--- config.mk ---
export PLATFORM = sky130hd
export DESIGN_NAME = cisc_mem_responder
export DESIGN_NICKNAME = d
export VERILOG_FILES = /design/src/rtl/cisc_mem_responder.sv
export SDC_FILE = /design/constraint.sdc
export NUM_CORES = 1
export LEC_CHECK = 0
export ABC_CLOCK_PERIOD_IN_PS = 2500
export CAP_MARGIN = 20
export CORE_ASPECT_RATIO = 1.75
export CORE_MARGIN = 4
export CORE_UTILIZATION = 51
export DETAILED_ROUTE_END_ITERATION = 10
export DONT_BUFFER_PORTS = 1
export PLACE_DENSITY = 0.69
export SLEW_MARGIN = 20
export SYNTH_ARGS = -nofsm -noshare
export SYNTH_HDL_FRONTEND = slang
export SYNTH_SLANG_ARGS = --single-unit
--- constraint.sdc ---
create_clock -name clk -period 2.5 [get_ports clk]
set_input_delay 0.625 -clock clk [delete_from_list [all_inputs] [get_ports clk]]
set_output_delay 0.625 -clock clk [all_outputs]
set_load 0.02 [all_outputs]
--- src/rtl/cisc_mem_responder.sv ---
// cisc_mem_responder: boot loader plus zero-latency shared instruction/data memory for the accumulator CPU
module cisc_mem_responder #(
  parameter int AW = 5,
  parameter int DW = 8,
  parameter int PROT_TOP = 0
) (
  input  logic          clk,
  input  logic          rst_n,
  input  logic          boot_valid,
  input  logic [DW-1:0] boot_data,
  input  logic          boot_last,
  output logic          boot_ready,
  output logic          cpu_run,
  input  logic [AW-1:0] addr,
  input  logic          rd,
  input  logic          wr,
  input  logic [DW-1:0] din,
  output logic [DW-1:0] dout,
  output logic          err_prot,
  output logic          err_conflict
);
  typedef enum logic {BOOT, RUN} state_t;
  localparam logic [AW:0] PT = (AW+1)'(PROT_TOP);
  state_t state;
  logic [AW-1:0] ptr;
  logic [DW-1:0] mem [2**AW];
  logic boot_acc, run_wr, prot;
  assign boot_ready = state == BOOT;
  assign boot_acc = boot_valid && boot_ready;
  assign run_wr = state == RUN && wr && !rd;
  assign prot = {1'b0, addr} < PT;
  assign dout = (state == RUN && rd && !wr) ? mem[addr] : '0;
  // memory write port: loader bytes in BOOT, unprotected exclusive CPU writes in RUN; contents survive reset
  always_ff @(posedge clk)
    if (boot_acc) mem[ptr] <= boot_data;
    else if (run_wr && !prot) mem[addr] <= din;
  // boot sequencer and sticky error flags; pointer holds at the top so a full-depth load never wraps
  always_ff @(posedge clk or negedge rst_n)
    if (!rst_n) begin
      state <= BOOT;
      ptr <= '0;
      cpu_run <= 1'b0;
      err_prot <= 1'b0;
      err_conflict <= 1'b0;
    end else begin
      if (boot_acc) begin
        ptr <= &ptr ? ptr : ptr + 1'b1;
        if (boot_last || &ptr) begin
          state <= RUN;
          cpu_run <= 1'b1;
        end
      end
      if (state == RUN && rd && wr) err_conflict <= 1'b1;
      if (run_wr && prot) err_prot <= 1'b1;
    end
endmodule

==> run metrics <==
number of global-route vias before repair roughly 5500; Seq. cell area ~8000 um^2; Leak ~4.0 nW; Worst R2R Setup Slack 0.14 ns; Worst Path Buf+Inv 2; Seq/Total Area, Yosys approximately three quarters; RR Startpoint state; first-pass GRT wire length 33.9 mm; Max-Cap Viols 0; R2R depth 6; share of post-route cells with drive strength above 1 30.3%; filler cell count between 1000 and 1500; clk slew on worst S/H paths around 0.070 ns; RSZ-0062 raised after global routing yes; Initial Utilization 52.0%; footprint of the multi-input gates 2590 um^2; YS warnings 0; slack of the critical path -0.239 ns; design area between 10000 and 15000 um^2; Synth Instances 520; most used cell, CP buf_4; syn avg cell area about 20 um^2; cell count along the critical path 6; Final ANT Viol Nets 0; number of synthesized register bits between 200 and 300; vias per cell roughly 6.0; DIE AREA 23200 um^2; Die Ht ~200 um; HP Start rd; Area Overhead vs Synth 14.2%; Num CTS Buffers 22; Min-Delay Path Class in -> reg; fmax between 300 and 400 MHz; commonest non-fill, non-tap cells in the layout edfxtp_1, buf_4, mux4_2; reg-to-reg endpoint mem[18][6]; global placer's final weighted congestion 0.823; Final nets 613; Period minus WS final approximately 2.7 ns; worst path cell trace mux4_2, mux2i_1, buf_4, a221o_1, a31oi_2, buf_4; antenna violations before repair 0; WP data required roughly 1.9 ns; Worst path max stage delay around 0.48 ns; cell area after synthesis between 10000 and 15000 um^2; Slew Limit Headroom 53.7%; syn_nets 549; clk buf depth 3; status finished, violations left; TritonCTS clock tree done; DP Area roughly 11000 um^2; P per Cell Area 756 nW/um^2; failing checks negative setup slack; crit-path max FO 1; residual DRC count 0; Top delay family on crit path multiplexers; Setup crit start kind flop; IO Count 39; FP Rows 69; Final TNS setup -1.52 ns; Worst-Margin Slew ~0.7 ns; crit end category output port; Die W approximately 120 um; Worst Setup Path Type reg -> out; CTS Sinks about 260; commonest non-fill, non-tap cell in the layout edfxtp_1; critical path launch point mem[0][6]; WP data arrival 2.11 ns; Max Slew Vio Count 0; grt ovf 0; Routed WL 22.1 mm; Worst Skew about 0.013 ns; fin cells ~850; Antenna Cells 0; Skew-Pair Late Insertion Delay 0.51 ns; Core Area 20400 um^2; initial drt markers approximately 380; via count 5114; pin count of the biggest net entering global routing 75; Crit-path slowest cell mux4_2; placed wire-length estimate approximately 14 mm; Pre-antenna DRT Iters 4; Final Cycle Share 110%; Port Buffer Count 0; maximum vdd drop ~950 uV; final hold vios 0; final setup vio count 8; post-synth cell types 36; placed instance count 806; dpl ws -0.188 ns; GRT Resource Usage Total roughly a fifth; H-tree level count 1; routed len/inst between 20 and 30 um; crit path to dout[6]; Root Driver clkbuf_16
cell families (layout without fill, tap and decap cells):
| logic type | Yosys count | in the layout | share of synthesized area (%) |
|---|---|---|---|
| multiplexers | 103 | 103 | 16.9 |
| AND/OR/NAND/NOR | 73 | 73 | 2.94 |
| flip-flops | 263 | 263 | 74.2 |
| adder cells (fa/ha/maj) | 2 | 2 | 0.236 |
| XOR/XNOR | 3 | 3 | 0.248 |
| other | 1 | 1 | 0.0354 |
| AO/OA/AOI/OAI | 45 | 45 | 3.28 |
| buffers and inverters | 30 | 110 | 2.08 |
metrics by stage:
| stage | power [mW] | hold WS, ns | util, % |
|---|---|---|---|
| finish | 9.14 | 0.255 | 59.4 |
| global route | 9.43 | 0.245 | 59.4 |
| floorplan | 5.32 | 0.329 | - |
| global placement | 5.41 | 0.330 | 55.1 |
| detailed placement | 5.42 | 0.330 | 55.1 |
| CTS | 9.19 | 0.243 | 59.3 |
state kept, by name, indices dropped and copies added (netlist names):
register      flops
mem             256
ptr               5
state             1
err_conflict      1
routing by layer:
metal	routed length, um	up-vias	global-route usage [%]
li1	-	2262	-
met1	7630	2648	23.9
met2	12800	164	37.2
met3	1070	40	2.89
met4	576	0	5.74
met5	0	-	0
layout make-up:
| type | count | share of cell area (%) |
|---|---|---|
| multi-input combinational | 227 | 21.4 |
| sequential | 263 | 65.0 |
| inverter | 5 | 0.155 |
| tap | 248 | 2.57 |
| clock inverter | 15 | 1.90 |
| timing repair buffer | 65 | 4.16 |
| clock buffer | 25 | 4.82 |
synthesized netlist by cell type (all sizes together):
library cell | number | area (um^2)
a221o | 8 | 80.1
a221oi | 6 | 58.8
a22oi | 10 | 75.1
a31o | 1 | 8.76
a31oi | 8 | 50.1
a32oi | 2 | 17.5
and2 | 1 | 6.26
and3 | 1 | 6.26
buf | 22 | 190
clkbuf | 3 | 11.3
conb | 1 | 3.75
dfrtp | 7 | 175
edfxtp | 256 | 7690
ha | 2 | 25.0
inv | 5 | 18.8
mux2 | 11 | 124
mux2i | 36 | 360
mux4 | 56 | 1310
nand2 | 17 | 63.8
nand2b | 5 | 31.3
nand3b | 2 | 15.0
nand4 | 1 | 6.26
nor2 | 42 | 158
nor2b | 4 | 25.0
o2111ai | 2 | 17.5
o21ai | 8 | 40.0
xnor2 | 2 | 17.5
xor2 | 1 | 8.76
worst min-delay path by stage:
| stage | to | cells past startpoint |
|---|---|---|
| 2_1_floorplan | err_conflict | 0 |
| 3_3_place_gp | state | 0 |
| 3_5_place_dp | state | 0 |
| 4_1_cts | err_conflict | 1 |
| 5_1_grt | err_conflict | 1 |
| 6_report | err_conflict | 1 |
worst reg2reg max path, delay by kind of cell, from the launching register on:
family | cells | cell delay, ns
flops | 1 | 0.45
mux | 1 | 0.28
simple gates | 3 | 0.77
buf+inv | 2 | 0.54
where the power goes:
part	leakage [nW]	switching, mW	internal (mW)
sequential	2.39	0.00657	4.89
combinational	1.21	0.251	0.192
clock	0.399	1.50	2.31
total	4.00	1.75	7.39
what timing repair did:
action / in CTS / in global routing
endpoints found under the setup margin: 8 / 179
gates resized for setup: 9 / 7
pin swaps: 7 / 2
hold buffers: 1 / 0
cloned: 0 / 0
endpoints found under the hold margin: 7 / 0
buffers inserted: 1 / 0
Power figures use the tool's default switching activity.
